<file path="src/rtl/mem_access_unit.sv">
// mem_access_unit: registered, handshaked load/store stage between execute
// and writeback. One op is accepted from execute, the bus request is held
// stable until the bus returns data_ok, and the load data is aligned,
// extended and offered to writeback.
//
// Optional feature macro: MEM_MISALIGN_TRAP_EN
//   defined   : misaligned or oversized accesses skip the bus and report out_fault
//   undefined : misaligned low address bits are cleared, oversized size is clamped
//
// Ports:
//   clk, reset (sync, active-low)
//   in_valid/in_ready, in_op, in_addr, in_wdata, in_size, in_unsigned : request from execute
//   flush                                                       : kill the in-flight op
//   dreq_valid, dreq_addr, dreq_size, dreq_strobe, dreq_data    : bus request
//   dresp_data_ok, dresp_data                                   : bus response
//   out_valid/out_ready, out_rdata, out_fault                   : result to writeback
module mem_access_unit #(
  parameter int DATA_W = 64,
  parameter int ADDR_W = 64
) (
  input  logic                  clk,
  input  logic                  reset,
  input  logic                  in_valid,
  output logic                  in_ready,
  input  logic [1:0]            in_op,
  input  logic [ADDR_W-1:0]     in_addr,
  input  logic [DATA_W-1:0]     in_wdata,
  input  logic [2:0]            in_size,
  input  logic                  in_unsigned,
  input  logic                  flush,
  output logic                  dreq_valid,
  output logic [ADDR_W-1:0]     dreq_addr,
  output logic [2:0]            dreq_size,
  output logic [DATA_W/8-1:0]   dreq_strobe,
  output logic [DATA_W-1:0]     dreq_data,
  input  logic                  dresp_data_ok,
  input  logic [DATA_W-1:0]     dresp_data,
  output logic                  out_valid,
  input  logic                  out_ready,
  output logic [DATA_W-1:0]     out_rdata,
  output logic                  out_fault
);

  localparam int NB = DATA_W / 8;
  localparam int LB = $clog2(NB);
  localparam logic [2:0] MAX_SIZE = 3'(LB);

  typedef enum logic [1:0] {IDLE, BUS, DRAIN, RESP} state_t;
  state_t state;

  logic              lat_load;
  logic              lat_unsigned;
  logic              accept;

  // Request as it will be latched on accept
  logic              acc_is_mem;
  logic              acc_is_store;
  logic              acc_fault;
  logic [2:0]        size_eff;
  logic [ADDR_W-1:0] size_mask;
  logic [ADDR_W-1:0] acc_addr;
  logic [LB-1:0]     acc_off;
  logic [NB-1:0]     lo_mask;
  logic [NB-1:0]     acc_strobe;
  logic [DATA_W-1:0] acc_data;

  // Load alignment/extension of the bus response
  logic [LB-1:0]     ld_off;
  logic [DATA_W-1:0] ld_raw;
  logic              ld_sign;
  logic [31:0]       ld_nbits;
  logic [DATA_W-1:0] load_ext;

  assign in_ready = ~flush & ((state == IDLE) | ((state == RESP) & out_ready));
  assign accept   = in_valid & in_ready;

  always_comb begin
    acc_is_mem   = in_op[1];
    acc_is_store = (in_op == 2'b11);
    size_eff     = (in_size > MAX_SIZE) ? MAX_SIZE : in_size;
    size_mask    = (ADDR_W'(1) << size_eff) - ADDR_W'(1);
`ifdef MEM_MISALIGN_TRAP_EN
    acc_addr  = in_addr;
    acc_fault = acc_is_mem & ((in_size > MAX_SIZE) | (|(in_addr & size_mask)));
`else
    acc_addr  = in_addr & ~size_mask;
    acc_fault = 1'b0;
`endif
    acc_off = acc_addr[LB-1:0];
    for (int unsigned i = 0; i < NB; i++) begin
      lo_mask[i] = (32'(i) < (32'd1 << size_eff));
    end
    acc_strobe = acc_is_store ? (lo_mask << acc_off) : '0;
    acc_data   = acc_is_store ? (in_wdata << {acc_off, 3'b000}) : '0;
  end

  always_comb begin
    ld_off = dreq_addr[LB-1:0];
    ld_raw = dresp_data >> {ld_off, 3'b000};
    case (dreq_size)
      3'd0:    ld_sign = ld_raw[7];
      3'd1:    ld_sign = ld_raw[15];
      3'd2:    ld_sign = ld_raw[31];
      default: ld_sign = ld_raw[DATA_W-1];
    endcase
    ld_nbits = 32'd8 << dreq_size;
    for (int unsigned i = 0; i < DATA_W; i++) begin
      load_ext[i] = (32'(i) < ld_nbits) ? ld_raw[i] : (ld_sign & ~lat_unsigned);
    end
  end

  always_ff @(posedge clk) begin
    if (!reset) begin
      state        <= IDLE;
      dreq_valid   <= '0;
      dreq_addr    <= '0;
      dreq_size    <= '0;
      dreq_strobe  <= '0;
      dreq_data    <= '0;
      out_valid    <= '0;
      out_rdata    <= '0;
      out_fault    <= '0;
      lat_load     <= '0;
      lat_unsigned <= '0;
    end else if (accept) begin
      // Accept is legal from IDLE and from RESP (back-to-back), so it is
      // handled ahead of the per-state transitions.
      dreq_addr    <= acc_addr;
      dreq_size    <= size_eff;
      dreq_strobe  <= acc_strobe;
      dreq_data    <= acc_data;
      lat_load     <= (in_op == 2'b10);
      lat_unsigned <= in_unsigned;
      if (acc_is_mem & ~acc_fault) begin
        state      <= BUS;
        dreq_valid <= 1'b1;
        out_valid  <= 1'b0;
        out_fault  <= 1'b0;
      end else begin
        state      <= RESP;
        out_valid  <= 1'b1;
        out_rdata  <= '0;
        out_fault  <= acc_fault;
      end
    end else begin
      case (state)
        IDLE: ;
        BUS: begin
          if (dresp_data_ok) begin
            dreq_valid <= 1'b0;
            if (flush) begin
              state <= IDLE;
            end else begin
              state     <= RESP;
              out_valid <= 1'b1;
              out_rdata <= lat_load ? load_ext : '0;
              out_fault <= 1'b0;
            end
          end else if (flush) begin
            // Request stays on the bus until the outstanding beat returns
            state <= DRAIN;
          end
        end
        DRAIN: begin
          if (dresp_data_ok) begin
            dreq_valid <= 1'b0;
            state      <= IDLE;
          end
        end
        RESP: begin
          if (flush | out_ready) begin
            out_valid <= 1'b0;
            out_fault <= 1'b0;
            state     <= IDLE;
          end
        end
        default: state <= IDLE;
      endcase
    end
  end

endmodule

</file>
<file path="config.mk">
export PLATFORM = sky130hd
export DESIGN_NAME = mem_access_unit
export DESIGN_NICKNAME = d
export VERILOG_FILES = /design/src/rtl/mem_access_unit.sv
export SDC_FILE = /design/constraint.sdc
export NUM_CORES = 1
export LEC_CHECK = 0
export ABC_AREA = 1
export CAP_MARGIN = 20
export CORE_ASPECT_RATIO = 0.75
export CORE_UTILIZATION = 46
export DETAILED_ROUTE_END_ITERATION = 10
export PLACE_DENSITY_LB_ADDON = 0.05
export SYNTH_ARGS = -nofsm -noshare
export SYNTH_HDL_FRONTEND = slang
export SYNTH_SLANG_ARGS = --single-unit
</file>
<file path="constraint.sdc">
create_clock -name clk -period 2.8 [get_ports clk]
set_input_delay 0.42 -clock clk [delete_from_list [all_inputs] [get_ports clk]]
set_output_delay 0.42 -clock clk [all_outputs]
set_load 0.03 [all_outputs]
</file>
* Yosys cells after proc, flatten, opt, wreduce, memory -nomap -nowiden
Index checks and enable logic that the tools add are counted.
** Operators by class
- Add/subtract/negate cells :: 1
- Magnitude comparators :: 73
- Equality and inequality tests :: 18
- Shifts and indexed selects :: 6
- Mux-type cells :: 95
- Bitwise operators :: 11
- Reductions and logical operators :: 15
** Operators with widths (count)
- 6-bit by 32-bit less-than comparator with 1-bit output (first input constant) :: 32
- 5-bit by 32-bit less-than comparator with 1-bit output (first input constant) :: 16
- 64-bit 2-to-1 mux :: 7
- 3-bit by 32-bit less-than comparator with 1-bit output (first input constant) :: 8
- 4-bit by 32-bit less-than comparator with 1-bit output (first input constant) :: 8
- 1-bit by 32-bit less-than comparator with 1-bit output (first input constant) :: 4
- 2-bit by 32-bit less-than comparator with 1-bit output (first input constant) :: 4
- 1-bit 2-to-1 mux :: 75
- 64-bit AND :: 1
- 64-bit inverter :: 1
- 1-bit by 3-bit << shifter with 64-bit output (first input constant) :: 1
- 64-bit by 6-bit << shifter with 64-bit output :: 1
- 64-bit by 6-bit >> shifter with 64-bit output :: 1
- 64-bit by 2-bit subtractor with 64-bit output (second input constant) :: 1
- 1-bit by 3-bit << shifter with 32-bit output (first input constant) :: 1
- 4-bit by 3-bit << shifter with 32-bit output (first input constant) :: 1
- 4-bit AND reduction :: 4
- 2-bit 2-to-1 mux :: 7
- 3-bit != test (second input constant) :: 3
- 2-bit equality test (second input constant) :: 4
- 8-bit 2-to-1 mux :: 1
- 2-bit != test (second input constant) :: 4
- 2-bit nonzero test :: 4
- 8-bit by 3-bit << shifter with 8-bit output :: 1
- other kinds (20) :: 29
** Storage, ports and cells
- Register bits :: 210
- Bits of input ports :: 204
- Output and inout bits :: 207
- Word-level logic and storage cells :: 230

* Longest topological paths before layout
- Word-level depth :: 9
- Depth in mapped cells :: 17
- Depth with buffers taken out :: 16

* Worst setup path after synthesis
OpenSTA, ideal clock, no wires.
- Kind :: input -> register
- Start point :: input in_size[2]
- End point :: register dreq_data[7]
- Setup time :: 0.070 ns
- Arrival time :: 2.142 ns
- Data required time :: 2.730 ns
- Slack :: 0.588 ns
- Stages on the path :: 11
- Path buffers :: 2
- Path through :: nor2_4 > inv_1 > nor2_1 > ha_1 > nand2_1 > buf_2 > buf_1 > nand2_1 > nor2_4 > nand2_1 > a21oi_1
** Between the ends
- Longest elaborated chain between the ends :: 8
** RTL lines
- start, declared :: RTL line 28 : input logic [2:0] in_size,
- 3-bit by 2-bit > comparator with 1-bit output :: RTL line 80 : size_eff = (in_size > MAX_SIZE) ? MAX_SIZE : in_size;
- 3-bit 2-to-1 mux * :: RTL line 80
- 1-bit by 3-bit << shifter with 64-bit output * :: RTL line 81 : size_mask = (ADDR_W'(1) << size_eff) - ADDR_W'(1);
- 64-bit by 2-bit subtractor with 64-bit output * :: RTL line 81
- 64-bit inverter * :: RTL line 86 : acc_addr = in_addr & ~size_mask;
- 64-bit AND * :: RTL line 86
- 64-bit by 6-bit << shifter with 64-bit output * :: RTL line 94 : acc_data = acc_is_store ? (in_wdata << {acc_off, 3'b000}) : '0;
- 64-bit 2-to-1 mux * :: RTL line 94
- end signal, assigned :: RTL line 131 : dreq_data <= acc_data;
- end, declared :: RTL line 35 : output logic [DATA_W-1:0] dreq_data,
Mark *: on every way between the ends. The rest lies on a longest branch, timed or not.
A chain may end at the register's enable or synchronous reset.

* Final worst setup path
- Start point :: register dreq_addr[0]
- End point :: output dreq_addr[0]
** RTL lines
- start, declared :: RTL line 32 : output logic [ADDR_W-1:0] dreq_addr,
- start signal, assigned :: RTL line 128 : dreq_addr <= acc_addr;
No word-level cell between the ends.

==> results.py <==
metrics = {
    "floorplanning": {
        "die-area_um2": 25900,
        "core_area_um2": 24400,
        "rows": 49,
        "initial_utilization": 0.476,
        "floorplan.die.width_um": 185,
        "dieHeight_um": 140,
        "io_pins": 411,
    },
    "logic_synthesis": {
        "compound_cell_area_share_of_the_yosys_netlist": 0.198,
        "yosys.area_share.adder": 0.00862,
        "yosysSeqAreaShare": 0.360,
        "synthMuxAreaShare": 0.0129,
        "ys_seq_elements": 209,
        "main_combinational_cell_family_by_area_after_synthesis": "simple AND/OR/NAND/NOR gates",
        "synthesis.instances": 1832,
        "synth_area_um2": 11600,
        "synthesis.yosys.warnings": 0,
        "synthXorXnorAreaFrac": 0,
        "yosys.area_share.simple": 0.323,
        "post_synth.cell_area_avg_um2": 6.34,
        "synth.distinct_cells": 38,
    },
    "clock_network": {
        "clock-sinks": 209,
        "cts_htree_levels": 1,
        "tritoncts_clock_tree": "built",
        "clockBufferDepth": 3,
        "clock_pin_slew_on_the_worst_setup_and_hold_paths_ns": 0.06,
        "root_buffer": "sky130_fd_sc_hd__clkbuf_16",
        "cts-hold-fix-buffers": 0,
        "total_clock_buffers_created_by_cts": 23,
        "post_cts_setup_bufs": 0,
        "cts_resized": 0,
        "clkLatencyLatePin_ns": 0.52,
    },
    "global_route": {
        "grt_first_pass_wirelength_mm": 70.2,
        "grt_usage": 0.347,
        "grt_antenna_before_repair": 2,
        "grt_max_degree": 81,
        "first_global_vias": 12500,
        "grt_remaining_overflow": 0,
    },
    "detailed_routing": {
        "wire_per_inst_um": 18.3,
        "drc": 0,
        "avgViaCountPerCell": 5.45,
        "drtIter0Drc": 1603,
        "drt-pass1-iter-count": 6,
        "wl_mm": 46.3,
        "postRouteAntennaNets": 0,
        "dr_total_vias": 13800,
    },
    "sta": {
        "fin_ws_ns": 0.155,
        "slew_violations": 0,
        "min_tclk_post_route_ns": 2.64,
        "finalSetupViolCount": 0,
        "actual_transition_at_the_worst_max_transition_pin_ns": 1.02,
        "maxClockFrequency_ghz": 0.378,
        "rsz0062_at_grt": "no",
        "finalClockSkew_ns": 0.0123,
        "final_hold_viol_count": 0,
        "timing.final.crit_share": 0.944,
        "setup_total_negative_slack_ns": 0,
        "relSlewSlack": 0.318,
    },
    "placed_design": {
        "dpl_ws_ns": 0.0761,
        "gp_congestion": 0.995,
        "placed_cells_incl_taps": 2486,
        "detailed_place_hpwl_mm": 34.7,
        "placement.io_buffers": 409,
    },
    "worst_setup_path": {
        "setup.worst_path.start_class": "flip-flop",
        "timing.critical_path.slowest_stage_cell": "sky130_fd_sc_hd__clkdlybuf4s50_1",
        "timing.setup.critical_path_class": "flip-flop to output pin",
        "timing.critical_path.required_ns": 2.38,
        "slowest_delay_ns": 0.80,
        "path_delay_family": "buffers and inverters",
        "path_cells": "buf_4 -> clkdlybuf4s50_1",
        "critical_path_arrival_ns": 2.22,
        "critPathMaxFanout": 68,
        "critPathBufInv": 2,
        "setup.worst_path.end_class": "output pin",
    },
    "layout": {
        "finalNonFillerCells": 2528,
        "final_common_cell": "sky130_fd_sc_hd__nand2_1",
        "syn2layout_area_growth_pct": 43.6,
        "share_of_cells_above_drive_strength_1": 0.0647,
        "layout.area.seq_um2": 4190,
        "combined_area_of_the_multi_input_logic_cells_um2": 6310,
        "final_net_count": 2392,
        "layout_common_cells": "585 x sky130_fd_sc_hd__nand2_1, 408 x sky130_fd_sc_hd__clkdlybuf4s50_1, 207 x sky130_fd_sc_hd__dfxtp_1",
        "count_of_fill_cells_added_during_filler_insertion": 2162,
    },
    "pwr": {
        "p_leak_uw": 0.00692,
        "max-vdd-ir-drop_v": 0.000505,
        "powerDensity_nw_per_um2": 586,
    },
    "hold_path": {
        "hold_path.class": "flip-flop to flip-flop",
    },
    "flow_run": {
        "max_cap_viol_count": 0,
    },
    "outcome": {
        "outcome": "complete, no violations",
    },
}
-- routing by layer --
metal  GRT usage  share of wire
met5           0              0
met3      0.0817           0.11
met4       0.106          0.031
met1       0.493           0.43
met2       0.517           0.43
-- power breakdown --
part,internal (uW),switching (uW)
logic,1220,2220
registers,3190,130
clock network,1780,1250
total,6180,3590
-- sequential cells by signal, indices dropped and copies added, names as in the netlist --
| signal | flops |
|---|---|
| dreq_addr | 64 |
| dreq_data | 64 |
| out_rdata | 64 |
| dreq_strobe | 8 |
| dreq_size | 3 |
| state | 2 |
| dreq_valid | 1 |
| lat_load | 1 |
| lat_unsigned | 1 |
| out_valid | 1 |
-- cells in the mapped netlist (all sizes together) --
cell type	instances	share of area
nand2	594	0.19
a21o	1	0.00065
o211a	1	0.00086
nand4	3	0.0016
buf	76	0.039
o31ai	3	0.0019
conb	2	0.00065
mux2i	15	0.013
ha	8	0.0086
a22oi	2	0.0013
nor3	11	0.0047
nand3	141	0.061
dfxtp	209	0.36
nor2	145	0.051
inv	114	0.037
or2	19	0.010
a21oi	184	0.079
o21ai	207	0.092
clkbuf	63	0.020
o311ai	1	0.00075
a31oi	10	0.0054
o211ai	21	0.015
clkinv	2	0.00065
-- metrics by stage --
| step | total power [uW] | utilization | hold slack (ns) | area, um2 |
|---|---|---|---|---|
| after floorplan | 5410 | - | 0.479 | 11600 |
| after global placement | 6710 | 0.652 | 0.451 | 15900 |
| after detailed placement | 6730 | 0.652 | 0.455 | 15900 |
| after CTS | 9750 | 0.683 | 0.464 | 16700 |
| after global routing | 10200 | 0.683 | 0.482 | 16700 |
| final | 9770 | 0.683 | 0.463 | 16700 |
-- worst min-delay path, stage by stage (launching register included) --
cell and delay [ns]:
sky130_fd_sc_hd__dfxtp_1 0.31, sky130_fd_sc_hd__nand2_1 0.06, sky130_fd_sc_hd__a21oi_1 0.05
-- worst paths after layout --
path	endpoint	cells after the start	slack, ns	from
setup reg to reg	out_rdata[21]	11	0.30	state[0]
setup / recovery	dreq_addr[0]	2	0.16	dreq_addr[0]
hold / removal	out_rdata[17]	2	0.46	out_rdata[17]
hold reg to reg	out_rdata[17]	2	0.46	out_rdata[17]
-- layout make-up --
cell class / count / share of cell area
Tap cell: 331 / 0.0248
Inverter: 116 / 0.0266
Sequential cell: 209 / 0.251
Antenna cell: 2 / 0.000300
Timing Repair Buffer: 461 / 0.274
Multi-Input combinational cell: 1369 / 0.378
Clock inverter: 6 / 0.00465
Clock buffer: 34 / 0.0406
-- cells by family (layout without fill, tap and decap cells) --
logic type / after synthesis / count (layout)
flops: 209 / 209
fa+ha+maj: 8 / 8
simple gates: 913 / 913
mux: 15 / 15
compound gates: 430 / 430
buf+inv: 255 / 617
other cells: 2 / 5
No activity file was read; power rests on OpenSTA's default activity.
